**src/rtl/ltc2992_sense_avg.sv**
```systemverilog
// LTC2992 read post-processing: scales 12-bit codes to mV, averages per channel,
// and drives hysteretic over-voltage alarms plus status LEDs.
module ltc2992_sense_avg #(
  parameter int P_AVG_LOG2 = 2,
  parameter int P_HI_MV    = 3600,
  parameter int P_LO_MV    = 3000
) (
  input  logic        I_clk,
  input  logic        I_rst,
  input  logic        I_data_valid,
  input  logic [15:0] I_read_data,
  input  logic        I_chan,
  input  logic        I_clear,
  output logic        O_avg_valid,
  output logic        O_avg_chan,
  output logic [16:0] O_avg_mv,
  output logic [1:0]  O_alarm,
  output logic [7:0]  O_err_cnt,
  output logic [3:0]  O_led_out
);

  localparam int ACC_W = 17 + P_AVG_LOG2;
  // A zero-width counter is not legal, so P_AVG_LOG2=0 keeps one bit pinned at 0.
  localparam int CNT_W = (P_AVG_LOG2 == 0) ? 1 : P_AVG_LOG2;
  localparam logic [CNT_W-1:0] CNT_LAST = CNT_W'((1 << P_AVG_LOG2) - 1);

  logic        s1_valid_q;
  logic [11:0] s1_code_q;
  logic        s1_chan_q;
  logic [7:0]  err_cnt_q;

  logic        sample_ok;
  logic        sample_bad;
  assign sample_ok  = I_data_valid && !I_clear && (I_read_data[3:0] == 4'd0);
  assign sample_bad = I_data_valid && !I_clear && (I_read_data[3:0] != 4'd0);

  always_ff @(posedge I_clk) begin
    if (I_rst) begin
      s1_valid_q <= 1'b0;
      s1_code_q  <= 12'd0;
      s1_chan_q  <= 1'b0;
      err_cnt_q  <= 8'd0;
    end else begin
      s1_valid_q <= sample_ok;
      if (I_data_valid && !I_clear) begin
        s1_code_q <= I_read_data[15:4];
        s1_chan_q <= I_chan;
      end
      if (sample_bad && (err_cnt_q != 8'hFF)) begin
        err_cnt_q <= err_cnt_q + 8'd1;
      end
    end
  end

  logic [16:0]            code_ext;
  logic [16:0]            mv_s2;
  logic [1:0][ACC_W-1:0]  acc_all;
  logic [1:0][CNT_W-1:0]  cnt_all;
  logic [ACC_W-1:0]       acc_d;
  logic                   last_s2;
  logic                   emit_s2;

  // code*25 as a shift-add: 16x + 8x + 1x.
  assign code_ext = {5'd0, s1_code_q};
  assign mv_s2    = s1_chan_q ? {6'd0, s1_code_q[11:1]}
                              : (code_ext << 4) + (code_ext << 3) + code_ext;
  assign acc_d    = acc_all[s1_chan_q] + ACC_W'(mv_s2);
  assign last_s2  = (cnt_all[s1_chan_q] == CNT_LAST);
  assign emit_s2  = s1_valid_q && last_s2;

  for (genvar gi = 0; gi < 2; gi++) begin : g_ch
    logic [ACC_W-1:0] acc_q;
    logic [CNT_W-1:0] cnt_q;
    logic             hit;

    assign hit         = s1_valid_q && (s1_chan_q == 1'(gi));
    assign acc_all[gi] = acc_q;
    assign cnt_all[gi] = cnt_q;

    // Clear has priority; a completing sample still emits via emit_s2.
    always_ff @(posedge I_clk) begin
      if (I_rst || I_clear) begin
        acc_q <= '0;
        cnt_q <= '0;
      end else if (hit) begin
        if (last_s2) begin
          acc_q <= '0;
          cnt_q <= '0;
        end else begin
          acc_q <= acc_d;
          cnt_q <= cnt_q + CNT_W'(1);
        end
      end
    end
  end

  logic        avg_valid_q;
  logic        avg_chan_q;
  logic [16:0] avg_mv_q;
  logic [1:0]  alarm_q;
  logic        hb_q;

  always_ff @(posedge I_clk) begin
    if (I_rst) begin
      avg_valid_q <= 1'b0;
      avg_chan_q  <= 1'b0;
      avg_mv_q    <= 17'd0;
    end else begin
      avg_valid_q <= emit_s2;
      if (emit_s2) begin
        avg_chan_q <= s1_chan_q;
        avg_mv_q   <= 17'(acc_d >> P_AVG_LOG2);
      end
    end
  end

  // Hysteresis: between the two thresholds the alarm keeps its previous state.
  always_ff @(posedge I_clk) begin
    if (I_rst) begin
      alarm_q <= 2'b00;
      hb_q    <= 1'b0;
    end else if (avg_valid_q) begin
      hb_q <= ~hb_q;
      if (avg_mv_q > 17'(P_HI_MV)) begin
        alarm_q[avg_chan_q] <= 1'b1;
      end else if (avg_mv_q < 17'(P_LO_MV)) begin
        alarm_q[avg_chan_q] <= 1'b0;
      end
    end
  end

  assign O_avg_valid = avg_valid_q;
  assign O_avg_chan  = avg_chan_q;
  assign O_avg_mv    = avg_mv_q;
  assign O_alarm     = alarm_q;
  assign O_err_cnt   = err_cnt_q;
  assign O_led_out   = {alarm_q[1], alarm_q[0], ~alarm_q[1] & ~alarm_q[0], hb_q};

endmodule

```
**config.mk**
```make
export PLATFORM = sky130hd
export DESIGN_NAME = ltc2992_sense_avg
export DESIGN_NICKNAME = d
export VERILOG_FILES = /design/src/rtl/ltc2992_sense_avg.sv
export SDC_FILE = /design/constraint.sdc
export NUM_CORES = 1
export LEC_CHECK = 0
export ABC_AREA = 1
export ABC_CLOCK_PERIOD_IN_PS = 6700
export CAP_MARGIN = 20
export CORE_ASPECT_RATIO = 0.9
export CORE_MARGIN = 2
export CORE_UTILIZATION = 45
export CTS_CLUSTER_SIZE = 10
export DETAILED_ROUTE_END_ITERATION = 10
export PLACE_DENSITY = 0.68
export SLEW_MARGIN = 25
export SYNTH_ARGS = -nofsm -noshare
export SYNTH_HDL_FRONTEND = slang
export SYNTH_SLANG_ARGS = --single-unit
```
**constraint.sdc**
```tcl
create_clock -name I_clk -period 6.7 [get_ports I_clk]
set_clock_uncertainty 0.15 [all_clocks]
set_input_delay 1.34 -clock I_clk [delete_from_list [all_inputs] [get_ports I_clk]]
set_output_delay 1.34 -clock I_clk [all_outputs]
set_load 0.1 [all_outputs]
```
==> flow_summary.yaml <==
status:
  status: "finished, final reports clean"
global_route:
  antenna_found_initial: 0
  overflow: 0
  grt_use_total_pct: 21.5
  grt_max_degree: 42
  grt_pass1_wl_mm: 23.3
  grt_pass1_vias: 4963
timing:
  fin_crit_sh_pct: 61.8
  min_period_ps: 4140
  worst_pin_slew_ps: 982
  setup_tns_ps: 0
  max_freq_ghz: 0.241
  hold_violations: 0
  finalSetupViolCount: 0
  finalMaxSlewViolations: 0
  rsz0062_at_grt: "false"
  timing.hold.ws_ps: 318
  relSlewSlack_pct: 34.4
clocking:
  htree_levels: 3
  cts_buffers: 9
  clockBufferDepth: 2
  cts_root_buffer: "clkbuf_16"
  hold_buffers: 0
  post_cts_buffers: 0
  clk_pin_slew_ps: 70
  post_cts_resized: 0
  numClockSinks: 86
  cts_tree: "built"
  worstSkewPairLatency_ps: 330
flow_run:
  maxCapViolCount: 0
power:
  p_seq_share_pct: 41.6
  powerDensity_nw_per_um2: 195
  internal_power_w: 0.000893
  power_switching_w: 0.000374
  ir_drop_mv: 0.150
  finalPower_w: 0.00127
  combPwrFrac_pct: 18.9
  p_leak_nw: 3.17
  swShare_pct: 29.5
  clockPowerShare_pct: 39.4
yosys:
  ys.flop_type: "dfxtp_1"
  seq_area_frac_synth_pct: 30.6
  ys_ff_latch: 86
  synthArstFlopShare_pct: 0
  synth_edf_count: 0
  ys_types: 42
  syn-cell-area_sq_um: 5620
  synth_nets: 909
  avgSynthCellArea_sq_um: 6.66
  synthCells: 844
  yosysWarningCount: 0
placement:
  dpl.hpwl_mm: 9.95
  gp_congestion: 0.934
  port_buffers: 53
final_layout:
  area.growth.synth_to_final_pct: 15.7
  nNetsFinal: 945
  diodes: 0
  final_layout_size_suffix_gt1_share_pct: 4.41
  fillCellCount: 1222
floorplanning:
  fp.dieH_um: 110
  fp.coreArea_sq_um: 12100
  die_w_um: 122
  ios: 54
  rows: 38
  initial_core_util_pct: 46.4
  die_area_sq_um: 13400
critical_path:
  crit_type: "reg2reg"
  cp-end-kind: "flop"
  crit_fanout: 4
  required_ps: 6780
  arrival_ps: 4230
  r2r_slack_ps: 2560
  crit_path_start_kind: "flop"
drt:
  antenna_left: 0
  firstDrtPassIters: 5
  route.vias.total: 5339
  wirelength_mm: 13.6
  wl_per_cell_um: 13.0
  drc: 0
  drt_iter0_drc: 363
  vias_per_cell: 5.11
min_path:
  hp-class: "reg2reg"
-- cells in the final DEF, fill, tap and decap left out, types with 3 or more instances in the layout --
cell             netlist  layout
fa_1                  10      10
clkbuf_16              0       9
dfxtp_1               86      86
ha_1                  34      34
o21ai_0               78      78
nand2_1              234     234
nor2_1                61      60
o21bai_1               7       7
o21ai_1                4       4
or2_1                  4       4
o211ai_1               7       7
nand3_1               47      47
xnor2_1                5       5
clkdlybuf4s50_1        0      53
nor3_1                 8       8
nand4_1                5       5
a21oi_1               78      78
inv_2                  5       6
inv_1                101     100
xor2_1                11      11
or2_2                  4       4
buf_4                  5       4
nor4_1                 3       3
-- per-layer routing --
layer | routed length (um) | GRT usage, %
met2 | 6080 | 35.7
met1 | 6970 | 29.1
met5 | 0 | 0
met3 | 378 | 3.70
met4 | 160 | 5.25
-- worst paths after layout --
kind | cells past startpoint | to | from
worst max-delay path | 24 | O_avg_mv[15]$_SDFFE_PP0P_ | s1_code_q[4]$_SDFFE_PP0P_
worst min-delay path | 2 | flop | flop
worst max register to register | 24 | O_avg_mv[15]$_SDFFE_PP0P_ | s1_code_q[4]$_SDFFE_PP0P_
worst min register to register | 2 | flop | flop
-- sequential cells by signal, indices dropped and copies added (netlist names), named ones only --
signal       flops
g_ch.acc_q      38
O_avg_mv        17
s1_code_q       12
O_err_cnt        8
g_ch.cnt_q       4
O_avg_chan       1
O_avg_valid      1
hb_q             1
s1_chan_q        1
s1_valid_q       1
-- area by class of cell --
type / count / area [sq um] / share of cell area, %
Multi-Input combinational cell: 619 / 3320 / 51.1
Sequential cell: 86 / 1720 / 26.5
Timing Repair Buffer: 57 / 561 / 8.62
Inverter: 107 / 404 / 6.22
Clock buffer: 11 / 233 / 3.58
Tap cell: 160 / 200 / 3.08
Clock inverter: 5 / 58.8 / 0.904
-- power by group through the flow --
stage	clock network [W]	logic (W)	registers, W
2_1_floorplan	0	0.000172	0.000543
3_3_place_gp	0	0.000239	0.000539
3_5_place_dp	0	0.000239	0.000539
4_1_cts	0.000509	0.000240	0.000528
5_1_grt	0.000534	0.000275	0.000529
6_report	0.000500	0.000240	0.000528
-- critical path, cell delays in order (launching register included) --
cell and delay (ps):
dfxtp_1 420, inv_1 110, fa_1 430, inv_1 70, ha_1 230, inv_1 100, fa_1 400, inv_1 120
nand2_1 80, nand2_1 70, a21oi_1 100, xor2_1 160, a21oi_1 90, ha_1 360, nand2_1 130, nor2_1 260
nand3_1 120, nand3_1 190, nand2_1 100, nand2_1 70, nand2_1 60, nand2_1 70, nand2_1 50, nand2_1 60
inv_1 30
-- synthesized netlist by cell type, types with 2 or more instances --
cell / number / area [sq um]
nand2_1: 234 / 878
inv_1: 101 / 379
dfxtp_1: 86 / 1720
a21oi_1: 78 / 390
o21ai_0: 78 / 390
nor2_1: 61 / 229
nand3_1: 47 / 235
ha_1: 34 / 425
clkbuf_1: 20 / 75.1
xor2_1: 11 / 96.3
fa_1: 10 / 200
nor3_1: 8 / 40.0
o211ai_1: 7 / 52.6
o21bai_1: 7 / 52.6
buf_4: 5 / 37.5
inv_2: 5 / 18.8
nand4_1: 5 / 31.3
xnor2_1: 5 / 43.8
buf_6: 4 / 45.0
o21ai_1: 4 / 20.0
or2_1: 4 / 25.0
or2_2: 4 / 25.0
nor4_1: 3 / 18.8
buf_2: 2 / 10.0
nand3_2: 2 / 20.0
nand3b_1: 2 / 15.0
nor2_4: 2 / 22.5
-- cells by family after synthesis --
logic type	count (synthesis)	synth area share, %
buffers and inverters	139	10.3
xor gates and xnor gates	16	2.49
AOI/OAI and AO/OA	181	17.1
adders and majority gates	44	11.1
and+or+nand+nor	378	28.4
DFF	86	30.6
-- metrics by stage --
stage	setup WS, ps	utilization (%)	cell area [sq um]	cells
2_1_floorplan	3140	-	5620	844
3_3_place_gp	2620	51.2	6210	1029
3_5_place_dp	2650	51.2	6210	1029
4_1_cts	2610	53.6	6500	1045
5_1_grt	2250	53.6	6500	1045
6_report	2560	53.6	6500	1045
(Power assumes the default switching activity.)
